File: config.mk
export PLATFORM = sky130hd
export DESIGN_NAME = tick_sample_arbiter
export DESIGN_NICKNAME = d
export VERILOG_FILES = /design/src/rtl/tick_sample_arbiter.sv
export SDC_FILE = /design/constraint.sdc
export NUM_CORES = 1
export LEC_CHECK = 0
export BUFFER_PORTS_ARGS = -buffer_cell sky130_fd_sc_hd__buf_2
export CORE_ASPECT_RATIO = 0.8
export CORE_MARGIN = 2
export CORE_UTILIZATION = 47
export DETAILED_ROUTE_END_ITERATION = 10
export PLACE_DENSITY = 0.7
export REMOVE_ABC_BUFFERS = 1
export SETUP_SLACK_MARGIN = 0.05
export SKIP_CTS_REPAIR_TIMING = 1
export SYNTH_ARGS = -nofsm -noshare
export SYNTH_HDL_FRONTEND = slang
export SYNTH_SLANG_ARGS = --single-unit
export TNS_END_PERCENT = 10
File: constraint.sdc
create_clock -name clk -period 7.15 [get_ports clk]
set_input_delay 1.43 -clock clk [delete_from_list [all_inputs] [get_ports clk]]
set_output_delay 1.43 -clock clk [all_outputs]
set_load 0.05 [all_outputs]
File: src/rtl/tick_sample_arbiter.sv
// tick_sample_arbiter
// Gathers period samples from NUM_CH tick-timer channels into per-channel
// 1-deep latest-value buffers and grants them round-robin onto one output.
//
// Output handshake: a sample transfers on any rising clk edge where
// out_valid and out_ready are both high. Once out_valid rises, out_period,
// out_sign and out_ch are held stable until that transfer. out_valid may
// drop only after a transfer.
//
// Optional feature: define TICK_STALL_TIMEOUT_EN to enable the per-channel
// stall monitor. When a channel sees no tick for TIMEOUT_US microseconds,
// the monitor injects a single MAX_PERIOD sample for that channel.
module tick_sample_arbiter #(
  parameter int          NUM_CH     = 4,
  parameter int          CH_W       = (NUM_CH > 1) ? $clog2(NUM_CH) : 1,
  parameter int          TIMEOUT_US = 50000,
  parameter logic [31:0] MAX_PERIOD = 32'hFFFFFFFF
) (
  input  logic                  clk,
  input  logic                  reset,
  input  logic                  us_tick,
  input  logic [NUM_CH-1:0]     tick_valid,
  input  logic [32*NUM_CH-1:0]  tick_period,
  input  logic [NUM_CH-1:0]     tick_sign,
  output logic                  out_valid,
  input  logic                  out_ready,
  output logic [31:0]           out_period,
  output logic                  out_sign,
  output logic [CH_W-1:0]       out_ch,
  output logic [NUM_CH-1:0]     overrun,
  input  logic                  clear_overrun
);

  // Per-channel latest-value buffers
  logic [NUM_CH-1:0] pend_q, pend_d;
  logic [31:0]       pper_q [NUM_CH];
  logic [31:0]       pper_d [NUM_CH];
  logic [NUM_CH-1:0] psgn_q, psgn_d;

  // Output register and arbitration state
  logic              out_valid_q, out_valid_d;
  logic [31:0]       out_period_q, out_period_d;
  logic              out_sign_q, out_sign_d;
  logic [CH_W-1:0]   out_ch_q, out_ch_d;
  logic [CH_W-1:0]   last_grant_q, last_grant_d;
  logic [NUM_CH-1:0] overrun_q, overrun_d;

  // Arbitration results
  logic              grant_vld;
  logic [CH_W-1:0]   grant_ch;
  logic              out_free;
  logic              take;

  // Stall monitor interface into the buffer logic
  logic [NUM_CH-1:0] stall_fire;
  logic [NUM_CH-1:0] stall_sign;

`ifdef TICK_STALL_TIMEOUT_EN
  localparam int CNT_W = $clog2(TIMEOUT_US + 1);
  localparam logic [CNT_W-1:0] CNT_MAX = CNT_W'(TIMEOUT_US);

  logic [CNT_W-1:0]  cnt_q [NUM_CH];
  logic [NUM_CH-1:0] armed_q;
  logic [NUM_CH-1:0] last_sign_q;

  // Stall fires once the armed counter has saturated. A real tick in the
  // same cycle takes precedence over the stall.
  always_comb begin
    stall_fire = '0;
    stall_sign = last_sign_q;
    for (int i = 0; i < NUM_CH; i++) begin
      stall_fire[i] = armed_q[i] && (cnt_q[i] == CNT_MAX) && !tick_valid[i];
    end
  end

  // Per-channel microsecond counters, re-armed by each real tick
  always_ff @(posedge clk or posedge reset) begin
    if (reset) begin
      for (int i = 0; i < NUM_CH; i++) begin
        cnt_q[i] <= '0;
      end
      armed_q     <= '1;
      last_sign_q <= '0;
    end else begin
      for (int i = 0; i < NUM_CH; i++) begin
        if (tick_valid[i]) begin
          cnt_q[i]       <= '0;
          armed_q[i]     <= 1'b1;
          last_sign_q[i] <= tick_sign[i];
        end else begin
          if (stall_fire[i]) begin
            armed_q[i] <= 1'b0;
          end
          if (us_tick && (cnt_q[i] != CNT_MAX)) begin
            cnt_q[i] <= cnt_q[i] + 1'b1;
          end
        end
      end
    end
  end
`else
  logic unused_stall;

  // Without the stall monitor only real ticks produce samples
  assign stall_fire   = '0;
  assign stall_sign   = '0;
  assign unused_stall = us_tick ^ (TIMEOUT_US > 0);
`endif

  // Round-robin pick: the first pending channel after last_grant wins
  always_comb begin
    logic [CH_W:0] idx;
    grant_vld = 1'b0;
    grant_ch  = '0;
    idx       = '0;
    for (int k = NUM_CH; k >= 1; k--) begin
      idx = {1'b0, last_grant_q} + (CH_W+1)'(k);
      if (idx >= (CH_W+1)'(NUM_CH)) begin
        idx = idx - (CH_W+1)'(NUM_CH);
      end
      if (pend_q[idx[CH_W-1:0]]) begin
        grant_vld = 1'b1;
        grant_ch  = idx[CH_W-1:0];
      end
    end
  end

  assign out_free = !out_valid_q || out_ready;
  assign take     = out_free && grant_vld;

  // Buffer update, overrun tracking and output register next-state
  always_comb begin
    logic [NUM_CH-1:0] ovr_set;
    logic              new_vld;
    logic              granted;
    pend_d       = pend_q;
    psgn_d       = psgn_q;
    ovr_set      = '0;
    new_vld      = 1'b0;
    granted      = 1'b0;
    out_valid_d  = out_valid_q;
    out_period_d = out_period_q;
    out_sign_d   = out_sign_q;
    out_ch_d     = out_ch_q;
    last_grant_d = last_grant_q;
    for (int i = 0; i < NUM_CH; i++) begin
      pper_d[i] = pper_q[i];
      new_vld   = tick_valid[i] || stall_fire[i];
      granted   = take && (grant_ch == CH_W'(i));
      if (new_vld) begin
        pend_d[i] = 1'b1;
        pper_d[i] = tick_valid[i] ? tick_period[32*i +: 32] : MAX_PERIOD;
        psgn_d[i] = tick_valid[i] ? tick_sign[i] : stall_sign[i];
        if (pend_q[i] && !granted) begin
          ovr_set[i] = 1'b1;
        end
      end else if (granted) begin
        pend_d[i] = 1'b0;
      end
    end
    if (out_free) begin
      if (grant_vld) begin
        out_valid_d  = 1'b1;
        out_period_d = pper_q[grant_ch];
        out_sign_d   = psgn_q[grant_ch];
        out_ch_d     = grant_ch;
        last_grant_d = grant_ch;
      end else begin
        out_valid_d = 1'b0;
      end
    end
    // A new overrun in the same cycle as a clear stays set
    overrun_d = (clear_overrun ? '0 : overrun_q) | ovr_set;
  end

  // State registers; reset drops any buffered or in-flight sample
  always_ff @(posedge clk or posedge reset) begin
    if (reset) begin
      pend_q       <= '0;
      psgn_q       <= '0;
      for (int i = 0; i < NUM_CH; i++) begin
        pper_q[i] <= '0;
      end
      out_valid_q  <= 1'b0;
      out_period_q <= '0;
      out_sign_q   <= 1'b0;
      out_ch_q     <= '0;
      last_grant_q <= CH_W'(NUM_CH - 1);
      overrun_q    <= '0;
    end else begin
      pend_q       <= pend_d;
      psgn_q       <= psgn_d;
      for (int i = 0; i < NUM_CH; i++) begin
        pper_q[i] <= pper_d[i];
      end
      out_valid_q  <= out_valid_d;
      out_period_q <= out_period_d;
      out_sign_q   <= out_sign_d;
      out_ch_q     <= out_ch_d;
      last_grant_q <= last_grant_d;
      overrun_q    <= overrun_d;
    end
  end

  assign out_valid  = out_valid_q;
  assign out_period = out_period_q;
  assign out_sign   = out_sign_q;
  assign out_ch     = out_ch_q;
  assign overrun    = overrun_q;

endmodule

==> results of run 1 <==
## power by group through the flow
stage               Sequential, uW  Clock (uW)  Combinational (uW)
floorplan                     1710           0                 711
global placement              1350           0                1510
detailed placement            1360           0                1570
CTS                           1340         913                1570
global route                  1370         957                1650
finish                        1350         898                1560
## area by class of cell
cell class / instances / area, um^2
clock inverter: 10 / 110.1
tap: 215 / 269.0
sequential: 178 / 4457
fill: 1367 / 6608
multi-input combinational: 372 / 2904
inverter: 40 / 155.1
timing repair buffer: 185 / 940.9
clock buffer: 22 / 454.2
antenna: 2 / 5.005
## cells by family after synthesis
family / after synthesis
AOI/OAI and AO/OA: 150
buffers and inverters: 82
DFF: 178
muxes: 101
and+or+nand+nor: 121
## through the flow
step	std cells	area (um^2)	hold WS, ps	utilization [%]	power (uW)
6_report	1024	9295	499.7	58.45	3801
5_1_grt	1023	9293	518.9	58.43	3981
4_1_cts	1022	9290	503.8	58.42	3822
3_5_place_dp	990	8726	476.9	54.87	2923
3_3_place_gp	990	8726	466.0	54.87	2861
2_1_floorplan	590	7495	479.9	-	2425
## flip-flops by register name, summed over array words and instances, names as in the netlist
name / cells
out_ch: 2
out_sign: 1
out_period: 32
out_valid: 1
pend_q: 4
last_grant_q: 2
psgn_q: 4
pper_q: 128
overrun: 4
## worst max path at each step
stage / from / depth (start not counted) / to
3_3_place_gp: out_ready / 6 / out_period[1]$_DFFE_PP0P_
5_1_grt: out_ready / 6 / out_period[1]$_DFFE_PP0P_
3_5_place_dp: out_ready / 6 / out_period[3]$_DFFE_PP0P_
6_report: out_ready / 6 / out_period[3]$_DFFE_PP0P_
4_1_cts: out_ready / 6 / out_period[3]$_DFFE_PP0P_
2_1_floorplan: reset / 1 / out_ch[0]$_DFFE_PP0P_
## layer usage
layer	GRT usage, %	wire length, um	part of all wire (%)
met5	0	12	0.060
met4	5.409	74	0.37
met1	31.40	8899	44
met2	38.84	9453	47
met3	7.104	1700	8.4
## cells in the final DEF, fill, tap and decap left out, types with 4 or more instances in the layout
master      Yosys  layout
clkinv_2        0       4
nor2_1         37      37
a221oi_2       28      28
buf_4           5       6
buf_2          10     179
nand2_1        72      72
clkinvlp_4      0       4
clkbuf_16       0      17
o21ai_0        38      38
dfrtp_1       176     176
a221oi_1        4       4
a21oi_1        32      32
clkbuf_1       20       4
inv_1          40      39
mux2_2         99      99
o2bb2ai_1      35      35
## critical path, stage by stage
cell      delay (ps)
buf_2             80
inv_1             70
a21o_2           540
nor3_4           700
buf_4            570
a221oi_1         180
==> impl_metrics.prom, run 1 <==
# TYPE chip_impl_metric gauge
chip_impl_metric{name="cts.clk_slew.worst_paths",unit="ps"} 60
chip_impl_metric{name="globalRouteOverflowTotal",unit=""} 0
chip_impl_metric{name="fp.dieArea",unit="mm^2"} 0.01744
chip_impl_info{name="post_synth_top_flop",value="dfrtp_1"} 1
chip_impl_metric{name="clk_latency",unit="ps"} 420
chip_impl_info{name="worst_setup_path_end_kind",value="register"} 1
chip_impl_metric{name="initial_antenna_violation_count",unit=""} 3
chip_impl_metric{name="grtUsageTotal",unit="%"} 23.75
chip_impl_metric{name="post-synth-top-area-fraction",unit="%"} 57.15
chip_impl_metric{name="synthesis.area",unit="mm^2"} 0.007706
chip_impl_info{name="worstSetupStartpointType",value="input port"} 1
chip_impl_metric{name="routedWlPerCell",unit="um"} 19.67
chip_impl_info{name="main_combinational_cell_family_by_area_after_synthesis",value="compound AO/OA/AOI/OAI gates"} 1
chip_impl_metric{name="cts_sinks",unit=""} 178
chip_impl_info{name="hold-path-endpoint",value="overrun[0]$_DFF_PP0_"} 1
chip_impl_metric{name="final_period_minus_worst_setup_slack",unit="ps"} 3327
chip_impl_metric{name="synth_compound_gate_area_share",unit="%"} 16.19
chip_impl_info{name="crit-reg2reg-capture",value="out_period[3]$_DFFE_PP0P_"} 1
chip_impl_info{name="crit_type",value="input port to register"} 1
chip_impl_metric{name="drc",unit=""} 0
chip_impl_metric{name="numPortBuffers",unit=""} 179
chip_impl_metric{name="preCtsSetupSlack",unit="ps"} 3340
chip_impl_metric{name="fin_nets",unit=""} 935
chip_impl_metric{name="r2r_setup_slack",unit="ps"} 4090
chip_impl_metric{name="drt.antenna.violating_nets",unit=""} 0
chip_impl_metric{name="worstHoldPathCells",unit=""} 1
chip_impl_metric{name="timing.clock.skew",unit="ps"} 10.77
chip_impl_metric{name="htreeDepth",unit=""} 4
chip_impl_metric{name="grt_pass1_wl",unit="um"} 31900
chip_impl_metric{name="relSlewSlack",unit="%"} 29.08
chip_impl_metric{name="final-max-slew-violation-count",unit=""} 0
chip_impl_metric{name="first_iter_violations",unit=""} 285
chip_impl_metric{name="largest_net_degree_at_the_start_of_global_routing",unit=""} 110
chip_impl_metric{name="share_of_layout_cells_above_drive_strength_1",unit="%"} 43.87
chip_impl_metric{name="vias",unit=""} 5643
chip_impl_metric{name="worst_r2r_path_depth",unit=""} 5
chip_impl_metric{name="cp_data_arrival_time",unit="ps"} 3600
chip_impl_metric{name="synth-xor-area-share",unit="%"} 0
chip_impl_metric{name="floorplan.initialDensity",unit="%"} 48.46
chip_impl_metric{name="p_leak",unit="uW"} 0.004211
chip_impl_info{name="ys_top_cells_by_count",value="176 x dfrtp_1, 99 x mux2_2, 72 x nand2_1"} 1
chip_impl_info{name="path_type_of_the_worst_min_delay_path",value="register to register"} 1
chip_impl_metric{name="fin_crit_sh",unit="%"} 46.53
chip_impl_metric{name="floorplan_die_height",unit="um"} 118.5
chip_impl_metric{name="rows",unit=""} 41
chip_impl_metric{name="p_switching",unit="uW"} 1596
chip_impl_metric{name="power.share.combinational",unit="%"} 41.0
chip_impl_metric{name="die_w",unit="um"} 147.2
chip_impl_metric{name="synth-edff-count",unit=""} 0
chip_impl_info{name="post-synth-top-count-cell",value="dfrtp_1"} 1
chip_impl_info{name="synth.largest_area_cell",value="dfrtp_1"} 1
chip_impl_metric{name="final_critical_path_setup_slack",unit="ps"} 3823
chip_impl_metric{name="drv.max_cap_violation_count",unit=""} 0
chip_impl_metric{name="tritoncts.num_buffers",unit=""} 17
chip_impl_info{name="worst_hold_startpoint",value="overrun[0]$_DFF_PP0_"} 1
chip_impl_metric{name="area_growth",unit="%"} 20.62
chip_impl_metric{name="synth.yosys.seq_area_share",unit="%"} 57.83
chip_impl_info{name="cts_tree",value="done"} 1
chip_impl_metric{name="post_synth_and_or_nand_nor_area_fraction",unit="%"} 6.560
chip_impl_metric{name="netlist_instances",unit=""} 632
chip_impl_metric{name="synthesis.area_per_instance",unit="um^2"} 12.19
chip_impl_metric{name="critPathMaxFanout",unit=""} 39
chip_impl_info{name="grt_setup_unrepaired",value="no"} 1
chip_impl_info{name="root_buffer",value="clkbuf_16"} 1
chip_impl_metric{name="post_synth_mux_area_share",unit="%"} 14.73
chip_impl_metric{name="worst_slew_pin_slew",unit="ps"} 1064
chip_impl_metric{name="power.share.clock",unit="%"} 23.6
chip_impl_metric{name="drtPass1Iterations",unit=""} 4
chip_impl_metric{name="cellInternalPower",unit="uW"} 2204
chip_impl_metric{name="finalSetupViolCount",unit=""} 0
chip_impl_info{name="synth.area.top_cells",value="dfrtp_1 57%, mux2_2 14%, a221oi_2 5.5%"} 1
chip_impl_metric{name="required",unit="ps"} 7420
chip_impl_metric{name="ioPinCount",unit=""} 181
chip_impl_info{name="run_status",value="finished, final reports clean"} 1
chip_impl_metric{name="cts_max_path_buffers",unit=""} 2
chip_impl_metric{name="power.switching_fraction",unit="%"} 42.00
chip_impl_metric{name="synth_warnings",unit=""} 0
chip_impl_metric{name="totalNegativeSetupSlack",unit="ps"} 0
chip_impl_metric{name="globalplace.congestion",unit=""} 0.8027
chip_impl_metric{name="p_seq_share",unit="%"} 35.4
chip_impl_info{name="timing.rr.start",value="pend_q[3]$_DFFE_PP0P_"} 1
chip_impl_metric{name="worst_vdd_drop",unit="mV"} 0.2387
chip_impl_metric{name="core_area",unit="mm^2"} 0.01590
chip_impl_metric{name="final_hold_viol_count",unit=""} 0
chip_impl_metric{name="hpwlAfterDp",unit="um"} 12320
chip_impl_metric{name="ys_async_sr_fraction",unit="%"} 100.0
chip_impl_metric{name="ys_seq_elements",unit=""} 178
chip_impl_metric{name="synth-adder-area-share",unit="%"} 0
chip_impl_metric{name="first_global_vias",unit=""} 6016
chip_impl_metric{name="power_per_cell_area",unit="mW/mm^2"} 408.9
chip_impl_metric{name="achievable-frequency",unit="MHz"} 300.6
chip_impl_metric{name="total_wire_length",unit="um"} 20140
chip_impl_metric{name="synthDistinctLibCells",unit=""} 35
chip_impl_metric{name="vias_cell",unit=""} 5.511
Note: power is estimated with default switching activity, not from simulation.
==> inputs of run 2 (changes only) <==
Settings changed: ABC_AREA from default to 1.
Clock period 7.15 ns to 3.2 ns, I/O delays scaled along.
==> run 2 against run 1 <==
Critical path type is now register to register. Count of clock-buffer cells in the layout decreased by 2. Critical path depth increased by 5. Die area up 6.0%. Largest cell class unchanged. Worst setup slack worse by 3400 ps. Clock power rose to 2.7 times the previous value. Sequential share of layout area is 3.2 points lower.
==> impl_metrics.prom, run 2 <==
# TYPE chip_impl_metric gauge
chip_impl_metric{name="fin_crit_sh",unit="%"} 87.32
chip_impl_metric{name="area_growth",unit="%"} 21.65
chip_impl_metric{name="synth-adder-area-share",unit="%"} 0
chip_impl_metric{name="p_seq_share",unit="%"} 27.2
chip_impl_info{name="grt_setup_unrepaired",value="no"} 1
chip_impl_metric{name="finalSetupViolCount",unit=""} 0
chip_impl_metric{name="drt.antenna.violating_nets",unit=""} 0
chip_impl_metric{name="ioPinCount",unit=""} 181
chip_impl_metric{name="place_inst",unit=""} 1444
chip_impl_metric{name="final-max-slew-violation-count",unit=""} 0
chip_impl_metric{name="drtPass1Iterations",unit=""} 5
chip_impl_metric{name="vias_cell",unit=""} 5.008
chip_impl_metric{name="critPathMaxFanout",unit=""} 37
chip_impl_metric{name="totalNegativeSetupSlack",unit="ps"} 0
chip_impl_metric{name="synthesis.area_per_instance",unit="um^2"} 7.542
chip_impl_metric{name="first_iter_violations",unit=""} 570
chip_impl_info{name="post_synth_top_flop",value="dfrtp_1"} 1
chip_impl_metric{name="post-synth-top-area-fraction",unit="%"} 53.82
chip_impl_metric{name="share_of_layout_cells_above_drive_strength_1",unit="%"} 19.34
chip_impl_metric{name="synth_warnings",unit=""} 0
chip_impl_info{name="critical-path-top-cell-by-count",value="nand2_1"} 1
chip_impl_info{name="root_buffer",value="clkbuf_16"} 1
chip_impl_metric{name="relSlewSlack",unit="%"} 26.98
chip_impl_metric{name="post_synth_and_or_nand_nor_area_fraction",unit="%"} 33.32
chip_impl_metric{name="tritoncts.num_buffers",unit=""} 17
chip_impl_metric{name="final_cell_count_no_fill",unit=""} 1478
chip_impl_metric{name="post_synth_mux_area_share",unit="%"} 0
chip_impl_metric{name="synthDistinctLibCells",unit=""} 21
chip_impl_metric{name="fp.dieArea",unit="mm^2"} 0.01849
chip_impl_info{name="largest_register",value="pper_q"} 1
chip_impl_metric{name="vias",unit=""} 7402
chip_impl_metric{name="worst_slew_pin_slew",unit="ps"} 1093
chip_impl_metric{name="routedWlPerCell",unit="um"} 15.25
chip_impl_metric{name="synth.yosys.seq_area_share",unit="%"} 54.46
chip_impl_metric{name="globalplace.congestion",unit=""} 0.7976
chip_impl_info{name="crit_path_cell_trace",value="nand2_1 -> o21ai_1 -> nand2_1 -> nand2_1 -> inv_2 -> nand2_1 -> nor2_1 -> nor2_4 -> nand2_1 -> o21ai_1 -> o21ai_1"} 1
chip_impl_metric{name="power.share.combinational",unit="%"} 50.3
chip_impl_metric{name="synthesis.area",unit="mm^2"} 0.008183
chip_impl_metric{name="first_global_vias",unit=""} 6983
chip_impl_info{name="path_type_of_the_worst_min_delay_path",value="input port to async pin"} 1
chip_impl_info{name="ys_top_cells_by_count",value="573 x nand2_1, 176 x dfrtp_1, 102 x nand3_1"} 1
chip_impl_metric{name="rows",unit=""} 43
chip_impl_metric{name="netlist_instances",unit=""} 1085
chip_impl_metric{name="fin_nets",unit=""} 1379
chip_impl_info{name="run_status",value="finished, final reports clean"} 1
chip_impl_metric{name="die_w",unit="um"} 151.5
chip_impl_metric{name="clk_latency",unit="ps"} 430
chip_impl_metric{name="floorplan.initialDensity",unit="%"} 47.53
chip_impl_metric{name="final_design_area_no_fill",unit="mm^2"} 0.009955
chip_impl_metric{name="final_period_minus_worst_setup_slack",unit="ps"} 2794
chip_impl_info{name="cell_at_the_slowest_stage_of_the_critical_path",value="nor2_4"} 1
chip_impl_metric{name="initial_antenna_violation_count",unit=""} 2
chip_impl_info{name="most_common_library_cell_in_the_layout_ignoring_fill_and_taps",value="nand2_1"} 1
chip_impl_metric{name="globalRouteOverflowTotal",unit=""} 0
chip_impl_metric{name="power.total",unit="uW"} 10760
chip_impl_metric{name="final_hold_viol_count",unit=""} 0
chip_impl_metric{name="power_per_cell_area",unit="mW/mm^2"} 1081
chip_impl_info{name="synth.largest_area_cell",value="dfrtp_1"} 1
chip_impl_metric{name="hpwlAfterDp",unit="um"} 13510
chip_impl_metric{name="synth_compound_gate_area_share",unit="%"} 4.786
chip_impl_metric{name="ys_async_sr_fraction",unit="%"} 100.0
chip_impl_metric{name="postLayoutCoreUtil",unit="%"} 57.82
chip_impl_info{name="synth.area.top_cells",value="dfrtp_1 54%, nand2_1 26%, nand3_1 6.2%"} 1
chip_impl_metric{name="cellInternalPower",unit="uW"} 5716
chip_impl_metric{name="largest_register_ff_count",unit=""} 128
chip_impl_metric{name="synth-edff-count",unit=""} 0
chip_impl_metric{name="core_area",unit="mm^2"} 0.01722
chip_impl_metric{name="timing.clock.skew",unit="ps"} 12.05
chip_impl_info{name="mostFrequentLayoutCells",value="572 x nand2_1, 179 x buf_2, 176 x dfrtp_1"} 1
chip_impl_metric{name="cts_sinks",unit=""} 178
chip_impl_info{name="crit_type",value="register to register"} 1
chip_impl_metric{name="p_switching",unit="uW"} 5042
chip_impl_info{name="post-synth-top-count-cell",value="nand2_1"} 1
chip_impl_metric{name="floorplan_die_height",unit="um"} 122.0
chip_impl_metric{name="cts_max_path_buffers",unit=""} 2
chip_impl_metric{name="required",unit="ps"} 3490
chip_impl_metric{name="cts.clk_slew.worst_paths",unit="ps"} 70
chip_impl_metric{name="grtUsageTotal",unit="%"} 25.61
chip_impl_metric{name="drc",unit=""} 0
chip_impl_metric{name="numPortBuffers",unit=""} 179
chip_impl_metric{name="htreeDepth",unit=""} 4
chip_impl_metric{name="cp_data_arrival_time",unit="ps"} 3080
chip_impl_metric{name="worst_vdd_drop",unit="mV"} 1.085
chip_impl_metric{name="total_wire_length",unit="um"} 22550
chip_impl_metric{name="crit_path_max_incr_delay",unit="ps"} 830
chip_impl_metric{name="power.share.clock",unit="%"} 22.5
chip_impl_info{name="worst_setup_path_end_kind",value="register"} 1
chip_impl_metric{name="largest_net_degree_at_the_start_of_global_routing",unit=""} 68
chip_impl_metric{name="power.switching_fraction",unit="%"} 46.87
chip_impl_metric{name="ys_seq_elements",unit=""} 178
chip_impl_metric{name="p_leak",unit="uW"} 0.005668
chip_impl_metric{name="synth-xor-area-share",unit="%"} 0
chip_impl_metric{name="achievable-frequency",unit="MHz"} 357.9
chip_impl_metric{name="drv.max_cap_violation_count",unit=""} 0
chip_impl_metric{name="grt_pass1_wl",unit="um"} 36080
chip_impl_info{name="cts_tree",value="done"} 1
chip_impl_info{name="main_combinational_cell_family_by_area_after_synthesis",value="simple AND/OR/NAND/NOR gates"} 1
chip_impl_metric{name="dpl-instance-area",unit="mm^2"} 0.009268
chip_impl_info{name="worstSetupStartpointType",value="register"} 1
run 2: cell types whose count changed after synthesis, moves of 7 or more:
cell / delta
nor2_1: -34
inv_1: +36
nand2_1: +501
buf_2: +9
nand3_1: +102
o2bb2ai_1: -35
a21oi_1: -32
mux2_2: -99
a221oi_2: -28
o21ai_0: +31
clkbuf_1: +14
o21ai_1: +7
run 2: power by group through the flow:
stage	Combinational [uW]	Clock, uW	Sequential [uW]
after floorplan	2920	0	3700
after global placement	5360	0	2950
after detailed placement	5420	0	2960
after CTS	5450	2450	2930
after global routing	6070	2550	2970
final	5410	2420	2930
run 2: per-layer routing:
layer  GRT usage (%)  share of wire [%]  wire length (um)  up-vias
met2           39.85                 45             10100      232
li1                -                  -                 -     3634
met4           6.481                1.3               298        2
met3           5.094                6.8              1538       31
met1           37.02                 47             10590     3503
met5               0              0.062                14        -
run 2: path summary, 6_finish.rpt:
kind	from	endpoint	slack [ps]	cells past startpoint
hold / removal	reset	out_period[18]$_DFFE_PP0P_	270	2
max in group asynchronous	reset	pend_q[0]$_DFFE_PP0P_	2150	3
min in group clk	tick_period[84]	pper_q[52]$_DFFE_PP0P_	410	3
setup reg to reg	last_grant_q[0]$_DFFE_PP1P_	overrun[3]$_DFF_PP0_	410	11
hold reg to reg	pper_q[7]$_DFFE_PP0P_	pper_q[7]$_DFFE_PP0P_	470	2
setup / recovery	last_grant_q[0]$_DFFE_PP1P_	overrun[3]$_DFF_PP0_	410	11
run 2: cell families after synthesis:
logic type	count (synthesis)
AO/OA/AOI/OAI	77
buffers and inverters	144
flip-flops	178
AND/OR/NAND/NOR	686
run 2: critical path: cells and delay by family, from the launching register on:
| kind | cells | cell delay (ps) |
|---|---|---|
| buf+inv | 1 | 50 |
| flops | 1 | 610 |
| simple gates | 7 | 1570 |
| compound gates | 3 | 420 |
run 2: layout make-up:
type	instances	area, um^2
fill	1659	7262
antenna	2	5.005
clock buffer	20	456.7
sequential	178	4457
inverter	82	315.3
tap	225	281.5
multi-input combinational	763	3141
timing repair buffer	196	1074
clock inverter	12	225.2
run 2: through the flow:
| step | hold WS [ps] | setup WS (ps) |
|---|---|---|
| 2_1_floorplan | 442.2 | -2267 |
| 5_1_grt | 295.5 | 60.15 |
| 6_report | 271.4 | 405.6 |
| 4_1_cts | 272.9 | 372.7 |
| 3_3_place_gp | 453.4 | 428.6 |
| 3_5_place_dp | 458.5 | 377.3 |
==> inputs of run 3 (changes only) <==
Settings changed: CORE_UTILIZATION 47 to 54, PLACE_DENSITY 0.7 to 0.79, REMOVE_ABC_BUFFERS 1 to default.
==> run 3 against run 2 <==
Clock skew fell by 3.3 ps. Sequential share of layout area rose by 0.66 points. First-iteration DRC count rose by 14%. Via count rose by 0.28%. Utilization rose by 8.0 points. Worst hold slack improved by 150 ps. Cell count fell by 2.4%. Critical path depth rose by 4. Clock power fell by 8%. Sequential power barely moved. Critical path type unchanged. Largest power group unchanged.
==> impl_metrics.prom, run 3 (synthesis results as in run 2) <==
# TYPE chip_impl_metric gauge
chip_impl_metric{name="power_per_cell_area",unit="mW/mm^2"} 1076
chip_impl_info{name="largest_register",value="pper_q"} 1
chip_impl_metric{name="cts.clk_slew.worst_paths",unit="ps"} 60
chip_impl_metric{name="routedWlPerCell",unit="um"} 15.31
chip_impl_info{name="timing.rr.start",value="last_grant_q[0]$_DFFE_PP1P_"} 1
chip_impl_metric{name="first_iter_violations",unit=""} 647
chip_impl_info{name="grt_setup_unrepaired",value="no"} 1
chip_impl_metric{name="critPathMaxFanout",unit=""} 19
chip_impl_metric{name="fp.dieArea",unit="mm^2"} 0.01616
chip_impl_metric{name="largest_register_ff_count",unit=""} 128
chip_impl_metric{name="die_w",unit="um"} 141.6
chip_impl_metric{name="grt.met3_usage",unit="%"} 6.064
chip_impl_metric{name="fill_cells",unit=""} 1285
chip_impl_metric{name="worstHoldPathCells",unit=""} 3
chip_impl_metric{name="core_area",unit="mm^2"} 0.01491
chip_impl_metric{name="worst_slew_pin_slew",unit="ps"} 1137
chip_impl_info{name="crit-reg2reg-capture",value="out_period[12]$_DFFE_PP0P_"} 1
chip_impl_metric{name="final_design_area_no_fill",unit="mm^2"} 0.009811
chip_impl_metric{name="relSlewSlack",unit="%"} 23.76
chip_impl_metric{name="globalplace.congestion",unit=""} 0.8633
chip_impl_metric{name="grtUsageTotal",unit="%"} 28.88
chip_impl_metric{name="drv.max_cap_violation_count",unit=""} 0
chip_impl_metric{name="drt.antenna.violating_nets",unit=""} 0
chip_impl_metric{name="largest_net_degree_at_the_start_of_global_routing",unit=""} 179
chip_impl_metric{name="drtPass1Iterations",unit=""} 5
chip_impl_metric{name="drc",unit=""} 0
chip_impl_metric{name="grt_pass1_wl",unit="um"} 36140
chip_impl_metric{name="total_wire_length",unit="um"} 22090
chip_impl_info{name="busiest_layer",value="met2"} 1
chip_impl_info{name="root_buffer",value="clkbuf_16"} 1
chip_impl_metric{name="final-max-slew-violation-count",unit=""} 0
chip_impl_metric{name="globalRouteOverflowTotal",unit=""} 0
chip_impl_info{name="cts_tree",value="done"} 1
chip_impl_metric{name="multi_input_logic_area",unit="mm^2"} 0.003131
chip_impl_info{name="hold-path-endpoint",value="psgn_q[2]$_DFFE_PP0P_"} 1
chip_impl_metric{name="cts_max_path_buffers",unit=""} 2
chip_impl_info{name="path_type_of_the_worst_min_delay_path",value="input port to register"} 1
chip_impl_metric{name="area_growth",unit="%"} 19.89
chip_impl_metric{name="fin_crit_sh",unit="%"} 79.37
chip_impl_metric{name="global_route.usage.met1",unit="%"} 42.45
chip_impl_metric{name="register_cell_area_after_layout",unit="mm^2"} 0.004457
chip_impl_metric{name="final_hold_viol_count",unit=""} 0
chip_impl_metric{name="floorplan_die_height",unit="um"} 114.1
chip_impl_metric{name="ioPinCount",unit=""} 181
chip_impl_metric{name="initial_antenna_violation_count",unit=""} 1
chip_impl_metric{name="finalSetupViolCount",unit=""} 0
chip_impl_metric{name="p_leak",unit="uW"} 0.005632
chip_impl_info{name="mostFrequentLayoutCells",value="573 x nand2_1, 179 x buf_2, 176 x dfrtp_1"} 1
chip_impl_metric{name="final_critical_path_setup_slack",unit="ps"} 660.2
chip_impl_metric{name="first_global_vias",unit=""} 7283
chip_impl_metric{name="rows",unit=""} 40
chip_impl_metric{name="totalNegativeSetupSlack",unit="ps"} 0
chip_impl_metric{name="cts_sinks",unit=""} 178
chip_impl_metric{name="required",unit="ps"} 3550
chip_impl_metric{name="vias_cell",unit=""} 5.144
chip_impl_metric{name="tritoncts.num_buffers",unit=""} 17
chip_impl_metric{name="number_of_nets_produced_by_synthesis",unit=""} 1226
chip_impl_metric{name="use_met2",unit="%"} 43.27
chip_impl_metric{name="share_of_layout_cells_above_drive_strength_1",unit="%"} 19.18
chip_impl_metric{name="final_period_minus_worst_setup_slack",unit="ps"} 2540
chip_impl_info{name="run_status",value="finished, final reports clean"} 1
chip_impl_metric{name="clk_latency",unit="ps"} 420
chip_impl_info{name="worstSetupStartpointType",value="register"} 1
chip_impl_info{name="most_common_library_cell_in_the_layout_ignoring_fill_and_taps",value="nand2_1"} 1
chip_impl_metric{name="cp_data_arrival_time",unit="ps"} 2890
chip_impl_info{name="crit_type",value="register to register"} 1
chip_impl_metric{name="r2r_setup_slack",unit="ps"} 660
chip_impl_metric{name="floorplan.initialDensity",unit="%"} 54.87
chip_impl_info{name="worst_setup_path_end_kind",value="register"} 1
chip_impl_metric{name="numPortBuffers",unit=""} 179
chip_impl_metric{name="worst_vdd_drop",unit="mV"} 0.6836
chip_impl_metric{name="htreeDepth",unit=""} 4
chip_impl_metric{name="preCtsSetupSlack",unit="ps"} 807.7
chip_impl_metric{name="dpl-instance-area",unit="mm^2"} 0.009174
chip_impl_metric{name="fin_nets",unit=""} 1379
chip_impl_metric{name="timing.clock.skew",unit="ps"} 8.724
chip_impl_metric{name="achievable-frequency",unit="MHz"} 393.7
chip_impl_metric{name="vias",unit=""} 7423
chip_impl_info{name="worst_hold_startpoint",value="tick_sign[2]"} 1
chip_impl_metric{name="worst_r2r_path_depth",unit=""} 15
chip_impl_metric{name="hpwlAfterDp",unit="um"} 14260
## run 3: changes by cell type in the layout (fill, tap and decap cells not counted), sizes merged
cell    previous run  this run
diode              2         3
clkbuf            20        22
inv               82        79
bufinv             6         4
clkinv             3         6
## run 3: area by class of cell
cell class                      instances  area share, %
Multi-Input combinational cell        763          31.91
Inverter                               82          3.201
Clock inverter                         10          1.581
Sequential cell                       178          45.43
Antenna cell                            3        0.07652
Tap cell                              189          2.410
Timing Repair Buffer                  196          10.56
Clock buffer                           22          4.834
## run 3: critical path, stage by stage (launching register included)
cell,delay [ps]
dfstp_2,630
inv_4,80
nand2_1,70
nand2_1,80
nand2_1,120
nand2_2,100
nand2_1,120
nand3_2,100
nand2_2,320
buf_4,320
nand2_1,80
nand2_1,60
nand2_1,120
nand2_1,120
nand2_1,80
nand2_1,80
## run 3: layer usage
metal	vias to the layer above	wire length (um)	share of wire, %
li1	3637	-	-
met1	3444	10170	46
met3	28	1905	8.6
met2	314	9669	44
met4	0	350	1.6
met5	-	0	0
## run 3: worst max-delay path by stage
| stage | from | endpoint | slack [ps] | cells past startpoint |
|---|---|---|---|---|
| 2_1_floorplan | reset | out_ch[0]$_DFFE_PP0P_ | 280 | 1 |
| 5_1_grt | last_grant_q[0]$_DFFE_PP1P_ | out_period[12]$_DFFE_PP0P_ | 430 | 15 |
| 4_1_cts | last_grant_q[0]$_DFFE_PP1P_ | out_period[12]$_DFFE_PP0P_ | 670 | 15 |
| 3_3_place_gp | last_grant_q[0]$_DFFE_PP1P_ | out_period[13]$_DFFE_PP0P_ | 850 | 15 |
| 3_5_place_dp | last_grant_q[0]$_DFFE_PP1P_ | out_period[13]$_DFFE_PP0P_ | 810 | 15 |
| 6_report | last_grant_q[0]$_DFFE_PP1P_ | out_period[12]$_DFFE_PP0P_ | 660 | 15 |
## run 3: power by group
| group | total [uW] | leakage (uW) | internal [uW] | switching [uW] |
|---|---|---|---|---|
| Sequential | 2930 | 0.00216 | 2690 | 242 |
| Clock | 2230 | 0.000306 | 1370 | 861 |
| Combinational | 5400 | 0.00317 | 1440 | 3960 |
## run 3: stage by stage
stage | total power, uW | hold WS (ps) | util, % | instances
after floorplan | 7016 | 442.2 | - | 1085
after global placement | 8175 | 453.0 | 61.51 | 1408
after detailed placement | 8267 | 458.4 | 61.51 | 1408
after CTS | 10540 | 403.9 | 65.73 | 1440
after global routing | 11350 | 407.0 | 65.73 | 1440
final | 10560 | 422.0 | 65.78 | 1443
